--- config.mk ---
export PLATFORM = sky130hd
export DESIGN_NAME = gate_drive_monitor
export DESIGN_NICKNAME = d
export VERILOG_FILES = /design/src/rtl/gate_drive_monitor.sv
export SDC_FILE = /design/constraint.sdc
export NUM_CORES = 1
export LEC_CHECK = 0
export BUFFER_PORTS_ARGS = -buffer_cell sky130_fd_sc_hd__buf_4
export CAP_MARGIN = 10
export CORE_MARGIN = 2
export CORE_UTILIZATION = 60
export DETAILED_ROUTE_END_ITERATION = 10
export PLACE_DENSITY = 0.81
export SYNTH_ARGS = -nofsm -noshare
export SYNTH_HDL_FRONTEND = slang
export SYNTH_SLANG_ARGS = --single-unit
--- constraint.sdc ---
create_clock -name clk_50 -period 4.4 [get_ports clk_50]
set_input_delay 1.32 -clock clk_50 [delete_from_list [all_inputs] [get_ports clk_50]]
set_output_delay 1.32 -clock clk_50 [all_outputs]
set_load 0.05 [all_outputs]
--- src/rtl/gate_drive_monitor.sv ---
`default_nettype none
// ============================================================================
// Module      : gate_drive_monitor
// Description : Supervisor for a complementary gate-drive pair. Synchronizes
//               both legs, detects shoot-through, measures both dead-time
//               gaps, measures carrier period / leg-A high time and detects a
//               stalled modulator. Any fault is latched and removes
//               enable_out until software clears it.
// Ports       : clk_50      - 50 MHz system clock
//               rst         - synchronous active-high reset
//               drv_a_in    - leg A gate drive (asynchronous)
//               drv_b_in    - leg B gate drive (asynchronous)
//               fault_clr   - single-cycle fault clear request
//               enable_out  - 1 = power-stage drivers may switch
//               fault_shoot - latched shoot-through fault
//               fault_dead  - latched dead-time violation
//               fault_stall - latched no-edge timeout
//               dead_ab     - last A-fall to B-rise gap (cycles)
//               dead_ba     - last B-fall to A-rise gap (cycles)
//               period      - cycles between the two latest A rising edges
//               high_time   - A high duration within that period
//               meas_valid  - one-cycle strobe on period/high_time update
// Revision    : 1.0 - initial release
// ============================================================================
module gate_drive_monitor #(
  parameter int MIN_DEAD = 3,
  parameter int TIMEOUT  = 50000,
  parameter int CNT_W    = 16
) (
  input  logic             clk_50,
  input  logic             rst,
  input  logic             drv_a_in,
  input  logic             drv_b_in,
  input  logic             fault_clr,
  output logic             enable_out,
  output logic             fault_shoot,
  output logic             fault_dead,
  output logic             fault_stall,
  output logic [7:0]       dead_ab,
  output logic [7:0]       dead_ba,
  output logic [CNT_W-1:0] period,
  output logic [CNT_W-1:0] high_time,
  output logic             meas_valid
);

  typedef enum logic [2:0] {
    ST_INIT    = 3'd0,
    ST_A_ON    = 3'd1,
    ST_DEAD_AB = 3'd2,
    ST_B_ON    = 3'd3,
    ST_DEAD_BA = 3'd4,
    ST_FAULT   = 3'd5
  } state_t;

  localparam logic [7:0]       MIN_DEAD_C = 8'(MIN_DEAD);
  // A direct swap is a zero-length gap; it is only illegal if MIN_DEAD > 0.
  localparam logic             SWAP_SHORT = (MIN_DEAD > 0);
  localparam logic [15:0]      STALL_LAST = 16'(TIMEOUT - 1);
  localparam logic [CNT_W-1:0] CNT_ONE    = CNT_W'(1);
  localparam logic [CNT_W-1:0] CNT_MAX    = '1;

  // --------------------------------------------------------------------------
  // Input synchronizers: s1/s2 resolve metastability, s3 is the edge reference
  // --------------------------------------------------------------------------
  logic a_s1, a_s2, a_s3;
  logic b_s1, b_s2, b_s3;

  always_ff @(posedge clk_50) begin
    if (rst) begin
      a_s1 <= 1'b0; a_s2 <= 1'b0; a_s3 <= 1'b0;
      b_s1 <= 1'b0; b_s2 <= 1'b0; b_s3 <= 1'b0;
    end else begin
      a_s1 <= drv_a_in; a_s2 <= a_s1; a_s3 <= a_s2;
      b_s1 <= drv_b_in; b_s2 <= b_s1; b_s3 <= b_s2;
    end
  end

  logic a, b;
  logic any_edge, rise_a, fall_a;
  logic clr_ok, stall_hit;

  state_t      state;
  logic [7:0]  dead_cnt;
  logic [15:0] stall_cnt;

  assign a        = a_s2;
  assign b        = b_s2;
  assign any_edge = (a ^ a_s3) | (b ^ b_s3);
  assign rise_a   = a & ~a_s3;
  assign fall_a   = ~a & a_s3;
  // A clear is honoured only while both legs are off.
  assign clr_ok   = fault_clr & ~a & ~b;
  assign stall_hit = (state != ST_FAULT) && !any_edge && (stall_cnt == STALL_LAST);

  // --------------------------------------------------------------------------
  // Supervisor FSM, fault flags, dead-time measurement and stall counter.
  // Later non-blocking assignments win, so a fault detected in the same cycle
  // as an accepted clear leaves its flag set.
  // --------------------------------------------------------------------------
  always_ff @(posedge clk_50) begin
    if (rst) begin
      state       <= ST_INIT;
      dead_cnt    <= 8'd0;
      dead_ab     <= 8'd0;
      dead_ba     <= 8'd0;
      stall_cnt   <= 16'd0;
      fault_shoot <= 1'b0;
      fault_dead  <= 1'b0;
      fault_stall <= 1'b0;
    end else begin
      if (state == ST_FAULT || any_edge) begin
        stall_cnt <= 16'd0;
      end else begin
        stall_cnt <= stall_cnt + 16'd1;
      end

      if (clr_ok) begin
        fault_shoot <= 1'b0;
        fault_dead  <= 1'b0;
        fault_stall <= 1'b0;
        stall_cnt   <= 16'd0;
        state       <= ST_INIT;
      end else if (state != ST_FAULT) begin
        if (a && b) begin
          fault_shoot <= 1'b1;
          state       <= ST_FAULT;
        end else begin
          case (state)
            ST_INIT: begin
              // Leaving INIT only synchronises to the waveform; no gap is known.
              if (a) begin
                state <= ST_A_ON;
              end else if (b) begin
                state <= ST_B_ON;
              end
            end
            ST_A_ON: begin
              if (!a && !b) begin
                state    <= ST_DEAD_AB;
                dead_cnt <= 8'd1;
              end else if (!a && b) begin
                dead_ab <= 8'd0;
                state   <= ST_B_ON;
                if (SWAP_SHORT) begin
                  fault_dead <= 1'b1;
                  state      <= ST_FAULT;
                end
              end
            end
            ST_DEAD_AB: begin
              if (b) begin
                dead_ab <= dead_cnt;
                state   <= ST_B_ON;
                if (dead_cnt < MIN_DEAD_C) begin
                  fault_dead <= 1'b1;
                  state      <= ST_FAULT;
                end
              end else if (a) begin
                state <= ST_A_ON;
              end else if (dead_cnt != 8'hFF) begin
                dead_cnt <= dead_cnt + 8'd1;
              end
            end
            ST_B_ON: begin
              if (!a && !b) begin
                state    <= ST_DEAD_BA;
                dead_cnt <= 8'd1;
              end else if (a && !b) begin
                dead_ba <= 8'd0;
                state   <= ST_A_ON;
                if (SWAP_SHORT) begin
                  fault_dead <= 1'b1;
                  state      <= ST_FAULT;
                end
              end
            end
            ST_DEAD_BA: begin
              if (a) begin
                dead_ba <= dead_cnt;
                state   <= ST_A_ON;
                if (dead_cnt < MIN_DEAD_C) begin
                  fault_dead <= 1'b1;
                  state      <= ST_FAULT;
                end
              end else if (b) begin
                state <= ST_B_ON;
              end else if (dead_cnt != 8'hFF) begin
                dead_cnt <= dead_cnt + 8'd1;
              end
            end
            default: state <= ST_INIT;
          endcase
        end
      end

      if (stall_hit) begin
        fault_stall <= 1'b1;
        state       <= ST_FAULT;
      end
    end
  end

  // --------------------------------------------------------------------------
  // Carrier period / high-time measurement on leg A. The first rising edge
  // after reset or clear only arms the counters. Measurement is frozen while
  // faulted so the outputs keep the last good values.
  // --------------------------------------------------------------------------
  logic             armed;
  logic [CNT_W-1:0] per_cnt;
  logic [CNT_W-1:0] hi_cnt;
  logic [CNT_W-1:0] hi_cap;

  always_ff @(posedge clk_50) begin
    if (rst) begin
      armed      <= 1'b0;
      per_cnt    <= '0;
      hi_cnt     <= '0;
      hi_cap     <= '0;
      period     <= '0;
      high_time  <= '0;
      meas_valid <= 1'b0;
    end else begin
      meas_valid <= 1'b0;
      if (clr_ok) begin
        armed <= 1'b0;
      end else if (state != ST_FAULT) begin
        if (rise_a) begin
          per_cnt <= CNT_ONE;
          hi_cnt  <= CNT_ONE;
          armed   <= 1'b1;
          if (armed) begin
            period     <= per_cnt;
            high_time  <= hi_cap;
            meas_valid <= 1'b1;
          end
        end else begin
          if (per_cnt != CNT_MAX) begin
            per_cnt <= per_cnt + CNT_ONE;
          end
          if (a && hi_cnt != CNT_MAX) begin
            hi_cnt <= hi_cnt + CNT_ONE;
          end
        end
        if (fall_a) begin
          hi_cap <= hi_cnt;
        end
      end
    end
  end

  // Registered so the enable lags the fault flags by exactly one cycle.
  always_ff @(posedge clk_50) begin
    if (rst) begin
      enable_out <= 1'b0;
    end else begin
      enable_out <= ~(fault_shoot | fault_dead | fault_stall);
    end
  end

endmodule
`default_nettype wire
; ---- Yosys cells after proc, flatten, opt, wreduce, memory -nomap -nowiden
; Cells that the tools add are included.
; Widths: inputs -> output; s select.
[word_totals]
input_bits = 5
latch_bits = 0
mem_count = 0
elab_cells = 155
rom_bits = 0
out_inout_bits = 53
ramBits = 0
register_bits = 135
[op_classes]
multipliers = 0
div_mod_pow = 0
n_addsub = 4
order_cmp = 1
eq_ne = 27
mux = 46
shift = 0
n_reduce_logical = 37
bitwise = 17
[op_table]
columns = op, count
row1 = $mux 8, 12
row2 = $mux 16, 4
row3 = $add 16x1->16 const B, 3
row4 = $mux 3, 15
row5 = $ne 16x16->1 const B, 2
row6 = $pmux 8 s2, 2
row7 = $pmux 8 s3, 1
row8 = $ne 2x2->1 const B, 10
row9 = $ne 6x6->1 const B, 3
row10 = $reduce_and 9->1, 2
row11 = $eq 16x16->1 const B, 1
row12 = $pmux 3 s5, 1
row13 = $reduce_and 7->1, 2
row14 = $ne 4x4->1 const B, 3
row15 = $reduce_and 4->1, 3
row16 = $mux 1, 10
row17 = $reduce_bool 2->1, 5
row18 = $reduce_and 3->1, 3
row19 = $add 8x1->8 const B, 1
row20 = $lt 8x2->1 const B, 1
row21 = $ne 8x8->1 const B, 1
row22 = $not 1->1, 8
row23 = $logic_and 1x1->1, 7
row24 = $eq 3x2->1 const B, 2
row25 = 17 further kinds, 30

; ---- Longest topological paths before layout
; Gate-level depths: netlist (run 1).
[depth]
word_depth = 9
mapped_depth = 9
mapped_depth_nobuf = 7

; ---- Worst setup path before layout (run 1)
; OpenSTA, ideal clock, no wires.
[synth_path]
path_kind = in2reg
startpoint = in fault_clr
endpoint = reg per_cnt[14]
path_slack_ps = 1858
t_arrival_ps = 2472
path_buffers = 1
path_stages = 5
required_time_ps = 4330
setup_time_ps = 70
path_cell_list = or3b_4 -> buf_6 -> nand4b_1 -> or4_1 -> a21oi_1
[synth_via]
elab_chain_len = 4
[synth_rtl]
columns = item, line_no
row1 = start: declaration, 34  ; input logic fault_clr,
row2 = $and 1x1->1 (2 in a row), 92  ; assign clr_ok = fault_clr & ~a & ~b;
row3 = $not 1->1 (no source line), -
row4 = $reduce_and 3->1 (no source line), -
row5 = end signal: assignment, 238  ; per_cnt <= per_cnt + CNT_ONE;
row6 = end: declaration, 209  ; logic [CNT_W-1:0] per_cnt;
; No other way between the ends.
; A chain may end at the register's enable or synchronous reset.

; ---- Worst setup path after layout (run 1)
[layout_path]
startpoint = reg a_s2 (netlist: a)
endpoint = reg dead_ab[4]
[layout_via]
elab_chain_len = 5
word_cells_on_any_way = 12
cone_classes = eq/ne: 2 / bitwise: 5 / reduce/logical: 5
[layout_rtl]
columns = item, line_no
row1 = start: declaration, 65  ; logic a_s1, a_s2, a_s3;
row2 = start signal: assignment, 73  ; a_s1 <= drv_a_in; a_s2 <= a_s1; a_s3 <= a_s2;
row3 = $not 1->1, 92
row4 = $and 1x1->1 (2 in a row), 92
row5 = $not 1->1 (no source line), -
row6 = $reduce_and 7->1 (no source line) *, -
row7 = end signal: assignment, 152  ; dead_ab <= dead_cnt;
row8 = end: declaration, 39  ; output logic [7:0] dead_ab,
; Mark *: on every way between the ends. The rest lies on a longest branch, timed or not.

==> Flow_metrics.wiki, run 1 <==
{| class="wikitable"
! Metric !! Value
|-
| Result of the run || complete, no violations
|-
| Antenna violations before repair || 0
|-
| Clock tree root buffer cell || sky130_fd_sc_hd__clkbuf_8
|-
| Synthesis-to-layout area growth || 18.0%
|-
| Critical Path Source Type || flip-flop
|-
| Final std cells w/o fill || approximately 900
|-
| Met3 WL || approximately 650 um
|-
| Hold-fix buffers, CTS || 0
|-
| CTS tree || yes
|-
| Internal Pwr Total || approximately 2400 uW
|-
| Total DRC errors in the routed layout || 0
|-
| Power density of the placed cells || 413 nW/um2
|-
| Share of power burned in combinational logic || 0.041
|-
| Count of inserted antenna diode cells || 0
|-
| Cell area after synthesis || between 6000 and 7000 um2
|-
| Number of flip-flops and latches in the synthesized netlist || ~140
|-
| Synthesized netlist net count || between 700 and 800
|-
| # placed instances || slightly below 900
|-
| Via count || approximately 5400
|-
| Source of the worst hold timing path || b_s1$_SDFF_PP0_
|-
| Std-Cell Rows || 36
|-
| Number of gates resized after CTS || 0
|-
| Final Hold Fails || 0
|-
| Hold depth || 1
|-
| Worst-case reg-to-reg path depth || 7
|-
| Final routed wirelength across all metal layers || roughly 14 mm
|-
| Share of power burned in registers || 0.421
|-
| Clock sink count || between 100 and 150
|-
| Critical path fanouts, max || 16
|-
| Post-layout utilization of the core || 0.731
|-
| First-pass DRT Iterations || 6
|-
| CTS clk-pin slew, worst paths || 0.06 ns
|-
| F_max || 0.339 GHz
|-
| All-layer global routing usage || 0.269
|-
| Transition time at the pin with the least slew margin || 1.11 ns
|-
| Maximum number of pins on one net before global-route repair || 53
|-
| Share of synthesized registers carrying an async set or reset || 0
|-
| Routed WL per cell || roughly 16 um
|-
| Starting DRT DRC Count || between 400 and 500
|-
| Total of endpoints with negative setup slack in the final report || 0
|-
| Die Y || around 100 um
|-
| Switching part of the total power || 0.208
|-
| First-pass GRT wire length || around 24 mm
|-
| Vias in the first global route || roughly 5200
|-
| DRT antenna net count || 0
|-
| RSZ-0062 raised after global routing || false
|-
| GP Congestion || a little over 0.9
|-
| Initial cell density of the core || 0.620
|-
| Critical register-to-register path startpoint || a$_SDFF_PP0_
|-
| Via/cell ratio || around 6.0
|-
| DIE AREA || 11000 um2
|-
| Core area || roughly 9800 um2
|-
| Setup WS post-layout || roughly 1.4 ns
|-
| Post-place setup slack || around 1.2 ns
|-
| Remaining Overflow, GRT || 0
|-
| Top library cells by usage in the layout, fill and taps aside || sky130_fd_sc_hd__dfxtp_1 (135), sky130_fd_sc_hd__nand2_1 (121), sky130_fd_sc_hd__a21oi_1 (102)
|-
| Buffers inserted by post-CTS timing repair || 0
|-
| Most frequent standard cell in the layout excluding fill and tap cells || sky130_fd_sc_hd__dfxtp_1
|-
| Sequential fraction of the synthesis area || 0.444
|-
| I/O pin count || 58
|-
| Net load switching power || 619 uW
|-
| Met2 wire len || 7.08 mm
|-
| Sum of negative setup slack || 0 ns
|-
| Min-Delay Path Class || reg2reg
|-
| Share of layout cells above drive strength 1 || 0.151
|-
| FF-to-FF setup slack || 1.45 ns
|-
| CTS max path bufs || 2
|-
| Post-Route Skew || 0.00597 ns
|-
| Warnings from Yosys || 0
|-
| Horizontal die dimension || ~100 um
|-
| Count of cell types in the netlist || 69
|-
| Clock insertion delay at the later pin of the skew report || slightly above 0.5 ns
|-
| Data required time at the worst endpoint || ~4.8 ns
|-
| Type of the worst setup path || reg2reg
|-
| Proportion of power drawn by the clock network || 0.538
|-
| Type of element capturing the critical path || flip-flop
|-
| Worst Path Arrival || between 3 and 4 ns
|-
| HPWL Detailed || 9.35 mm
|-
| Port Buffers || between 50 and 60
|-
| End of the worst register-to-register path || dead_ab[4]$_SDFFE_PP0P_
|-
| Total power || between 2000 and 3000 uW
|-
| Synthesized area divided by synthesized cell count || 8.32 um2
|-
| Leakage || roughly 0.0026 uW
|-
| Commonest register cell after synthesis || sky130_fd_sc_hd__dfxtp_1
|-
| WHS Endpoint || b$_SDFF_PP0_
|-
| Highest layer used for signal routing || met4
|-
| Number of CTS-inserted buffers || 17
|-
| Post-route met1 wirelength || roughly 6.3 mm
|-
| Worst-case headroom to the max-slew limit || 0.255
|-
| # H-tree levels || 4
|-
| Worst-case vdd ir drop || around 280 uV
|-
| Max-slew violation count || 0
|-
| Max Cap Viol || 0
|-
| Layout Nets || approximately 780
|-
| Min Tclk post-route || 2.95 ns
|-
| Post-synth EDFFs || 0
|-
| Final period utilization || 0.671
|-
| # fillers || 741
|-
| Gate count after technology mapping || ~730
|}
[final cells by class]
class | count | area, um2 | area share
Multi-Input combinational cell | 537 | 3120 | 0.434
Sequential cell | 135 | 2700 | 0.376
Timing Repair Buffer | 62 | 465 | 0.0648
Clock buffer | 20 | 455 | 0.0634
Clock inverter | 12 | 221 | 0.0308
Tap cell | 133 | 166 | 0.0232
Inverter | 14 | 52.6 | 0.00732
[registers in the layout, summed over array words and instances, names as in the netlist]
register / count
hi_cap: 16
hi_cnt: 16
high_time: 16
per_cnt: 16
period: 16
stall_cnt: 16
dead_ab: 8
dead_ba: 8
dead_cnt: 8
state: 3
a: 1
a_s1: 1
a_s3: 1
armed: 1
b: 1
b_s1: 1
b_s3: 1
enable_out: 1
fault_dead: 1
fault_shoot: 1
fault_stall: 1
meas_valid: 1
[cells by family (layout without fill, tap and decap cells)]
group | Yosys count | after routing | share of synthesized area
AND/OR/NAND/NOR | 328 | 328 | 0.278
AO/OA/AOI/OAI | 177 | 177 | 0.181
flip-flops | 135 | 135 | 0.444
buffers and inverters | 59 | 108 | 0.0434
XOR/XNOR | 21 | 21 | 0.0302
adder cells (fa/ha/maj) | 10 | 10 | 0.0206
multiplexers | 1 | 1 | 0.00165
[stage by stage]
step | cell area [um2] | hold slack [ns]
global route | 7180 | 0.458
CTS | 7180 | 0.442
global placement | 6500 | 0.425
finish | 7180 | 0.438
detailed placement | 6500 | 0.429
floorplan | 6080 | 0.413
[cells in the mapped netlist, types with 4 or more instances]
master,number,area (um2)
sky130_fd_sc_hd__a211oi_1,5,37.5
sky130_fd_sc_hd__a21oi_1,102,510
sky130_fd_sc_hd__a31oi_1,9,56.3
sky130_fd_sc_hd__and2_1,4,25.0
sky130_fd_sc_hd__and3_1,10,62.6
sky130_fd_sc_hd__and4_1,6,52.6
sky130_fd_sc_hd__buf_2,15,75.1
sky130_fd_sc_hd__clkbuf_1,25,93.8
sky130_fd_sc_hd__dfxtp_1,135,2700
sky130_fd_sc_hd__ha_1,10,125
sky130_fd_sc_hd__inv_1,14,52.6
sky130_fd_sc_hd__nand2_1,121,454
sky130_fd_sc_hd__nand2b_1,13,81.3
sky130_fd_sc_hd__nand3_1,49,245
sky130_fd_sc_hd__nand4_1,19,119
sky130_fd_sc_hd__nor2_1,45,169
sky130_fd_sc_hd__nor2b_1,9,56.3
sky130_fd_sc_hd__nor3_1,6,30.0
sky130_fd_sc_hd__nor4_1,5,31.3
sky130_fd_sc_hd__o211ai_1,7,52.6
sky130_fd_sc_hd__o21ai_0,18,90.1
sky130_fd_sc_hd__o31ai_1,4,30.0
sky130_fd_sc_hd__or3_1,14,87.6
sky130_fd_sc_hd__or4_1,7,52.6
sky130_fd_sc_hd__xnor2_1,16,140
sky130_fd_sc_hd__xor2_1,5,43.8
[per-layer routing]
metal  track usage  up-vias
li1              -     2676
met1         0.336     2586
met2         0.466      153
met3        0.0574       18
met4        0.0810        0
met5             0        -
[critical path, stage by stage, from the launching register on]
cell and delay, ns:
sky130_fd_sc_hd__dfxtp_1 0.66, sky130_fd_sc_hd__inv_1 0.26, sky130_fd_sc_hd__ha_1 0.34, sky130_fd_sc_hd__nor4bb_1 0.29, sky130_fd_sc_hd__a31oi_1 0.10, sky130_fd_sc_hd__nor4_2 0.86, sky130_fd_sc_hd__nand3_1 0.17, sky130_fd_sc_hd__a21oi_1 0.19
[worst max-delay path by stage]
stage                            start                         end  slack, ns  cells after the start
after floorplan              fault_clr    per_cnt[14]$_SDFFE_PP0P_       1.86                      5
after global placement       fault_clr     period[10]$_SDFFE_PP0P_       1.34                      7
after detailed placement     fault_clr  high_time[14]$_SDFFE_PP0P_       1.23                      7
after CTS                 a$_SDFF_PP0_     dead_ab[4]$_SDFFE_PP0P_       1.50                      7
after global routing      a$_SDFF_PP0_     dead_ab[4]$_SDFFE_PP0P_       1.21                      7
final                     a$_SDFF_PP0_     dead_ab[4]$_SDFFE_PP0P_       1.45                      7
[power groups by stage]
stage	registers [uW]	logic, uW	clock network [uW]
finish	1250	121	1600
global placement	1280	116	0
floorplan	1270	97.1	0
detailed placement	1280	119	0
CTS	1250	120	1610
global route	1250	133	1680
No activity file was read; power rests on OpenSTA's default activity.
==> run 2, diff against run 1 <==
--- a/config.mk
+++ b/config.mk
@@ -5,12 +5,13 @@
 export SDC_FILE = /design/constraint.sdc
 export NUM_CORES = 1
 export LEC_CHECK = 0
+export ABC_AREA = 1
 export BUFFER_PORTS_ARGS = -buffer_cell sky130_fd_sc_hd__buf_4
 export CAP_MARGIN = 10
 export CORE_MARGIN = 2
-export CORE_UTILIZATION = 60
+export CORE_UTILIZATION = 59
 export DETAILED_ROUTE_END_ITERATION = 10
-export PLACE_DENSITY = 0.81
+export PLACE_DENSITY = 0.79
 export SYNTH_ARGS = -nofsm -noshare
 export SYNTH_HDL_FRONTEND = slang
 export SYNTH_SLANG_ARGS = --single-unit
==> constraint.sdc (replaced) <==
create_clock -name clk_50 -period 2.8 [get_ports clk_50]
set_input_delay 0.84 -clock clk_50 [delete_from_list [all_inputs] [get_ports clk_50]]
set_output_delay 0.84 -clock clk_50 [all_outputs]
set_load 0.05 [all_outputs]
==> Flow_metrics.wiki, run 2 <==
{| class="wikitable"
! Metric !! Value
|-
| Result of the run || complete, no violations
|-
| CTS clk-pin slew, worst paths || 0.06 ns (about the same)
|-
| Buffers inserted by post-CTS timing repair || 0 (unchanged)
|-
| Warnings from Yosys || 0 (unchanged)
|-
| Commonest register cell after synthesis || sky130_fd_sc_hd__dfxtp_1
|-
| Worst-case headroom to the max-slew limit || 0.553 (+0.298)
|-
| F_max || 0.465 GHz (+37%)
|-
| CTS max path bufs || 2 (unchanged)
|-
| Storage element area || 2700 um2 (unchanged)
|-
| Top post-synthesis cells by count || sky130_fd_sc_hd__nand2_1 (238), sky130_fd_sc_hd__nor2_1 (144), sky130_fd_sc_hd__dfxtp_1 (135)
|-
| Worst Path Arrival || 2.57 ns (-0.82 ns)
|-
| Final period utilization || 0.768 (+0.0972)
|-
| Switching part of the total power || 0.241 (+0.0322)
|-
| Gate count after technology mapping || 926 (+27%)
|-
| Via count || 6032 (+11%)
|-
| Layout Nets || 992 (+27%)
|-
| Proportion of power drawn by the clock network || 0.490 (-0.048)
|-
| Leakage || 0.00290 uW (+13%)
|-
| # H-tree levels || 4 (unchanged)
|-
| I/O pin count || 58 (unchanged)
|-
| Share of layout cells above drive strength 1 || 0.122 (-0.0291)
|-
| Die Y || 107 um (+2.6%)
|-
| All-layer global routing usage || 0.266 (-0.00283)
|-
| Power density of the placed cells || 611 nW/um2 (+48%)
|-
| Number of flip-flops and latches in the synthesized netlist || 135 (unchanged)
|-
| Clock sink count || 135 (unchanged)
|-
| Library cell with the largest summed area after synthesis || sky130_fd_sc_hd__dfxtp_1
|-
| Type of the worst setup path || reg2reg
|-
| Post-synth top area share || 0.428 (-0.0160)
|-
| WHS Endpoint || a$_SDFF_PP0_
|-
| DRT antenna net count || 0 (unchanged)
|-
| Via/cell ratio || 5.36 (-10%)
|-
| Hold Slack || 0.404 ns (-0.0345 ns)
|-
| Cell area after synthesis || 6310 um2 (+3.7%)
|-
| Critical path fanouts, max || 16 (unchanged)
|-
| Std-Cell Rows || 37 (+2.8%)
|-
| Post-synth EDFFs || 0 (unchanged)
|-
| RSZ-0062 raised after global routing || false
|-
| Share of power burned in registers || 0.437 (+0.016)
|-
| Port Buffers || 57 (unchanged)
|-
| Final Hold Fails || 0 (unchanged)
|-
| Share of power burned in combinational logic || 0.073 (+0.032)
|-
| Vias in the first global route || 5524 (+6.1%)
|-
| Min Tclk post-route || 2.15 ns (-0.801 ns)
|-
| Max Cap Viol || 0 (unchanged)
|-
| Setup WS post-layout || 0.650 ns (-0.799 ns)
|-
| End of the worst register-to-register path || dead_ab[7]$_SDFFE_PP0P_
|-
| Hold depth || 2 (+1)
|-
| Min-Delay Path Class || reg2reg
|-
| Post-place setup slack || 0.521 ns (-0.710 ns)
|-
| Internal Pwr Total || 3440 uW (+47%)
|-
| Synthesis-to-layout area growth || 17.7%
|-
| Critical Path Source Type || flip-flop
|-
| GP Congestion || 0.921 (+1.6%)
|-
| Hold-fix buffers, CTS || 0 (unchanged)
|-
| Post-Route Skew || 0.0106 ns (+0.00463 ns)
|-
| Total DRC errors in the routed layout || 0 (unchanged)
|-
| CTS tree || yes
|-
| Starting DRT DRC Count || 403 (-7.1%)
|-
| Core area || 10400 um2 (+5.6%)
|-
| Maximum number of pins on one net before global-route repair || 40 (-25%)
|-
| Global-route track usage on met2 || 0.437 (-0.0292)
|-
| Data required time at the worst endpoint || 3.22 ns (-1.62 ns)
|-
| Top library cells by usage in the layout, fill and taps aside || sky130_fd_sc_hd__nand2_1 (238), sky130_fd_sc_hd__nor2_1 (144), sky130_fd_sc_hd__dfxtp_1 (135)
|-
| Most utilized layer in the global route result || met2
|-
| First-pass DRT Iterations || 6 (unchanged)
|-
| Net load switching power || 1090 uW (+76%)
|-
| Transition time at the pin with the least slew margin || 0.665 ns (-0.444 ns)
|-
| Total power || 4530 uW (+53%)
|-
| Sum of negative setup slack || 0 ns (unchanged)
|-
| Synthesized netlist net count || 941 (+26%)
|-
| Worst-case vdd ir drop || 478 uV (+68%)
|-
| Share of synthesized registers carrying an async set or reset || 0 (unchanged)
|-
| Antenna violations before repair || 0 (unchanged)
|-
| Most frequent standard cell in the layout excluding fill and tap cells || sky130_fd_sc_hd__nand2_1
|-
| Multi-input gate area || 3150 um2 (+1.0%)
|-
| DIE AREA || 11500 um2 (+5.3%)
|-
| Leading post-synthesis cells by cell area || sky130_fd_sc_hd__dfxtp_1 (43%), sky130_fd_sc_hd__nand2_1 (14%), sky130_fd_sc_hd__nor2_1 (8.6%)
|-
| Total of endpoints with negative setup slack in the final report || 0 (unchanged)
|-
| Critical register-to-register path startpoint || a$_SDFF_PP0_
|-
| Initial cell density of the core || 0.609 (-0.0109)
|-
| Library cell with the highest instance count after synthesis || sky130_fd_sc_hd__nand2_1
|-
| Number of CTS-inserted buffers || 17 (unchanged)
|-
| Count of inserted antenna diode cells || 0 (unchanged)
|-
| Post-layout utilization of the core || 0.716 (-0.0152)
|-
| Synthesized area divided by synthesized cell count || 6.82 um2 (-18%)
|-
| FF-to-FF setup slack || 0.65 ns (-0.80 ns)
|-
| Sequential fraction of the synthesis area || 0.428 (-0.0160)
|-
| Max-slew violation count || 0 (unchanged)
|-
| First-pass GRT wire length || 24.8 mm (+2.1%)
|-
| Final routed wirelength across all metal layers || 14.5 mm (+2.3%)
|-
| Met1 Track Usage GR || 0.339 (+0.00273)
|-
| HPWL Detailed || 9.61 mm (+2.8%)
|-
| Type of element capturing the critical path || flip-flop
|-
| Source of the worst hold timing path || a_s1$_SDFF_PP0_
|-
| Clock tree root buffer cell || sky130_fd_sc_hd__clkbuf_8
|-
| Number of gates resized after CTS || 0 (unchanged)
|-
| Routed WL per cell || 12.9 um (-17%)
|-
| Clock insertion delay at the later pin of the skew report || 0.53 ns (+0.02 ns)
|-
| Horizontal die dimension || 107 um (+2.6%)
|-
| Worst-case reg-to-reg path depth || 8 (+1)
|-
| Count of cell types in the netlist || 36 (-48%)
|-
| # fillers || 885 (+19%)
|-
| Remaining Overflow, GRT || 0 (unchanged)
|-
| Global-route met3 utilization || 0.0678 (+0.0104)
|}
==> run 2: cell types whose count changed after synthesis, sizes merged, moves of 7 or more <==
cell	delta
a21oi	-13
or4	-7
a31oi	-9
nand3	+46
nor3	+11
o211ai	-8
nand2b	-13
inv	+60
nor2	+100
nand2	+121
or3	-14
and3	-9
xnor2	-11
nor2b	-9
==> run 2: power groups by stage <==
stage                     sequential (uW)  combinational (uW)  clock (uW)
final                                1980                 332        2220
after global routing                 1980                 367        2350
after CTS                            1980                 332        2260
after global placement               2020                 327           0
after floorplan                      2080                 192           0
after detailed placement             2020                 329           0
==> run 2: cell families (layout without fill, tap and decap cells) <==
kind of cell	count (synthesis)	count (layout)	synth area share
simple gates	537	537	0.366
flops	135	135	0.428
compound gates	118	118	0.0956
buf+inv	113	177	0.0728
xor+xnor	13	13	0.0180
fa+ha+maj	10	10	0.0198
==> run 2: how the worst max path moves through the flow <==
stage,startpoint,endpoint,slack [ns],cells after the start
global placement,fault_clr,dead_ab[1]$_SDFFE_PP0P_,0.56,9
CTS,a$_SDFF_PP0_,dead_ab[7]$_SDFFE_PP0P_,0.67,8
global route,a$_SDFF_PP0_,dead_ab[5]$_SDFFE_PP0P_,0.48,8
floorplan,fault_clr,dead_ab[0]$_SDFFE_PP0P_,0.95,9
finish,a$_SDFF_PP0_,dead_ab[7]$_SDFFE_PP0P_,0.65,8
detailed placement,fault_clr,dead_ab[6]$_SDFFE_PP0P_,0.52,9
==> run 2: worst max-delay path, cell delays in order, from the launching register on <==
cell and delay [ns]:
sky130_fd_sc_hd__dfxtp_1 0.49, sky130_fd_sc_hd__inv_1 0.20, sky130_fd_sc_hd__ha_1 0.31, sky130_fd_sc_hd__nand2_1 0.11
sky130_fd_sc_hd__o21ai_1 0.12, sky130_fd_sc_hd__nor3_4 0.54, sky130_fd_sc_hd__nand2_1 0.14, sky130_fd_sc_hd__nand2_1 0.10
sky130_fd_sc_hd__nor2_1 0.04
==> run 2: area by class of cell <==
| class | count | share of cell area |
|---|---|---|
| clock buffers | 20 | 0.0600 |
| repair buffers | 70 | 0.0708 |
| flip-flops and latches | 135 | 0.364 |
| well taps | 136 | 0.0229 |
| multi-input cells | 678 | 0.424 |
| inverters | 75 | 0.0379 |
| clock inverters | 12 | 0.0204 |
==> run 2: metal layers <==
layer / part of all wire / wire length, um / vias to the layer above
li1: - / - / 3106
met2: 0.47 / 6890 / 179
met5: 0 / 0 / -
met4: 0.016 / 238 / 0
met3: 0.059 / 858 / 26
met1: 0.45 / 6520 / 2721
==> run 2: per-stage QoR <==
step	instances	instance area [um2]
final	1126	7430
after global routing	1126	7430
after CTS	1126	7430
after detailed placement	1094	6830
after global placement	1094	6830
after floorplan	926	6310
==> run 3, diff against run 2 <==
--- a/config.mk
+++ b/config.mk
@@ -9,9 +9,9 @@
 export BUFFER_PORTS_ARGS = -buffer_cell sky130_fd_sc_hd__buf_4
 export CAP_MARGIN = 10
 export CORE_MARGIN = 2
-export CORE_UTILIZATION = 59
+export CORE_UTILIZATION = 54
 export DETAILED_ROUTE_END_ITERATION = 10
-export PLACE_DENSITY = 0.79
+export PLACE_DENSITY = 0.76
 export SYNTH_ARGS = -nofsm -noshare
 export SYNTH_HDL_FRONTEND = slang
 export SYNTH_SLANG_ARGS = --single-unit
==> constraint.sdc (replaced) <==
create_clock -name clk_50 -period 1.85 [get_ports clk_50]
set_input_delay 0.555 -clock clk_50 [delete_from_list [all_inputs] [get_ports clk_50]]
set_output_delay 0.555 -clock clk_50 [all_outputs]
set_load 0.05 [all_outputs]
==> Flow_metrics.wiki, run 3 (synthesized netlist as in run 2, its figures left out) <==
{| class="wikitable"
! Metric !! Value
|-
| Critical path fanouts, max || 33 (+17)
|-
| Internal Pwr Total || 5490 uW (+59%)
|-
| Port Buffers || 57 (unchanged)
|-
| Worst-case vdd ir drop || 685 uV (+43%)
|-
| Transition time at the pin with the least slew margin || 0.353 ns (-0.311 ns)
|-
| Proportion of power drawn by the clock network || 0.499 (+0.009)
|-
| Share of power burned in combinational logic || 0.081 (+0.008)
|-
| Hold-fix buffers, CTS || 0 (unchanged)
|-
| # H-tree levels || 4 (unchanged)
|-
| Core area || 11400 um2 (+10%)
|-
| I/O pin count || 58 (unchanged)
|-
| Std-Cell Rows || 39 (+5.4%)
|-
| Starting DRT DRC Count || 440 (+9.2%)
|-
| Horizontal die dimension || 112 um (+4.4%)
|-
| Share of power burned in registers || 0.420 (-0.017)
|-
| Die Y || 112 um (+4.4%)
|-
| Total DRC errors in the routed layout || 0 (unchanged)
|-
| Worst-case headroom to the max-slew limit || 0.763 (+0.210)
|-
| Clock tree root buffer cell || sky130_fd_sc_hd__clkbuf_16
|-
| Sum of negative setup slack || 0 ns (unchanged)
|-
| All-layer global routing usage || 0.244 (-0.0222)
|-
| Most frequent standard cell in the layout excluding fill and tap cells || sky130_fd_sc_hd__nand2_1
|-
| Final Hold Fails || 0 (unchanged)
|-
| HPWL Detailed || 10.4 mm (+8.4%)
|-
| Remaining Overflow, GRT || 0 (unchanged)
|-
| Top library cells by usage in the layout, fill and taps aside || sky130_fd_sc_hd__nand2_1 (237), sky130_fd_sc_hd__nor2_1 (141), sky130_fd_sc_hd__dfxtp_1 (134)
|-
| Switching part of the total power || 0.230 (-0.0110)
|-
| Type of element capturing the critical path || flip-flop
|-
| Maximum number of pins on one net before global-route repair || 80 (+100%)
|-
| Power density of the placed cells || 902 nW/um2 (+48%)
|-
| Instance area at placement || 7220 um2 (+5.8%)
|-
| Post-place setup slack || 0.0596 ns (-0.462 ns)
|-
| Count of inserted antenna diode cells || 0 (unchanged)
|-
| F_max || 0.575 GHz (+24%)
|-
| Buffers inserted by post-CTS timing repair || 0 (unchanged)
|-
| Clock sink count || 135 (unchanged)
|-
| Synthesis-to-layout area growth || 25.0%
|-
| DRT antenna net count || 0 (unchanged)
|-
| Initial cell density of the core || 0.553 (-0.0559)
|-
| Post-Route Skew || 0.00591 ns (-0.00469 ns)
|-
| Setup WS post-layout || 0.110 ns (-0.540 ns)
|-
| Data required time at the worst endpoint || 2.20 ns (-1.02 ns)
|-
| Number of CTS-inserted buffers || 17 (unchanged)
|-
| Critical Path Source Type || flip-flop
|-
| Number of gates resized after CTS || 0 (unchanged)
|-
| First-pass GRT wire length || 25.4 mm (+2.1%)
|-
| CTS max path bufs || 2 (unchanged)
|-
| Result of the run || complete, no violations
|-
| Share of layout cells above drive strength 1 || 0.166 (+0.0433)
|-
| Hold Slack || 0.334 ns (-0.0703 ns)
|-
| CTS clk-pin slew, worst paths || 0.05 ns (about the same)
|-
| GP Congestion || 0.937 (+1.8%)
|-
| Post-layout utilization of the core || 0.691 (-0.0250)
|-
| Via count || 6180 (+2.5%)
|-
| Final period utilization || 0.941 (+0.173)
|-
| Final routed wirelength across all metal layers || 15.1 mm (+4.0%)
|-
| Vias in the first global route || 5632 (+2.0%)
|-
| Net load switching power || 1630 uW (+50%)
|-
| Clock insertion delay at the later pin of the skew report || 0.42 ns (-0.11 ns)
|-
| Min-Delay Path Class || in2reg
|-
| Layout Nets || 1036 (+4.4%)
|-
| Leakage || 0.00316 uW (+9.3%)
|-
| CTS tree || yes
|-
| Layout Cell Area excl Fill || 7890 um2 (+6.3%)
|-
| First-pass DRT Iterations || 6 (unchanged)
|-
| DIE AREA || 12600 um2 (+8.9%)
|-
| # fillers || 994 (+12%)
|-
| Worst Path Arrival || 2.09 ns (-0.48 ns)
|-
| Routed WL per cell || 12.8 um (-0.40%)
|-
| Min Tclk post-route || 1.74 ns (-0.410 ns)
|-
| Total of endpoints with negative setup slack in the final report || 0 (unchanged)
|-
| Max-slew violation count || 0 (unchanged)
|-
| Max Cap Viol || 0 (unchanged)
|-
| Antenna violations before repair || 0 (unchanged)
|-
| Type of the worst setup path || reg2reg
|-
| Via/cell ratio || 5.26 (-1.9%)
|}
run 3: per-layer routing:
metal | vias to the layer above | track usage | routed length (um)
met1 | 2837 | 0.311 | 6940
met4 | 0 | 0.0935 | 263
met2 | 133 | 0.408 | 7290
li1 | 3185 | - | -
met3 | 25 | 0.0502 | 599
met5 | - | 0 | 0
run 3: final timing paths:
path / startpoint / endpoint / slack (ns) / cells after the start
worst min-delay path: drv_b_in / b_s1$_SDFF_PP0_ / 0.33 / 3
worst max-delay path: a$_SDFF_PP0_ / period[1]$_SDFFE_PP0P_ / 0.11 / 10
worst min register to register: b_s1$_SDFF_PP0_ / b$_SDFF_PP0_ / 0.41 / 2
worst max register to register: a$_SDFF_PP0_ / period[1]$_SDFFE_PP0P_ / 0.11 / 10
run 3: through the flow:
| stage | power [uW] | cells |
|---|---|---|
| CTS | 7130 | 1175 |
| finish | 7120 | 1176 |
| global route | 7360 | 1176 |
| floorplan | 3430 | 926 |
| detailed placement | 3610 | 1144 |
| global placement | 3610 | 1144 |
run 3: critical path: stages (launching register included):
cell                      delay, ns
sky130_fd_sc_hd__dfxtp_1       0.33
sky130_fd_sc_hd__buf_4         0.17
sky130_fd_sc_hd__nor2_1        0.20
sky130_fd_sc_hd__nand2_2       0.11
sky130_fd_sc_hd__nand2_4       0.12
sky130_fd_sc_hd__nor2_4        0.06
sky130_fd_sc_hd__buf_12        0.15
sky130_fd_sc_hd__nand2_1       0.10
sky130_fd_sc_hd__buf_12        0.19
sky130_fd_sc_hd__nand2_1       0.07
sky130_fd_sc_hd__a21oi_1       0.14
run 3: area by class of cell:
cell class	count	area, um2	area share
well taps	143	179	0.0227
clock inverters	9	148	0.0187
multi-input cells	679	3190	0.404
inverters	75	284	0.0360
flip-flops and latches	135	2700	0.343
clock buffers	22	474	0.0601
repair buffers	113	911	0.115
run 3: power by group through the flow:
stage          logic, uW  registers (uW)  clock network (uW)
4_1_cts              561            2990                3580
2_1_floorplan        290            3140                   0
3_3_place_gp         554            3050                   0
3_5_place_dp         557            3050                   0
5_1_grt              631            3000                3730
6_report             574            2990                3550
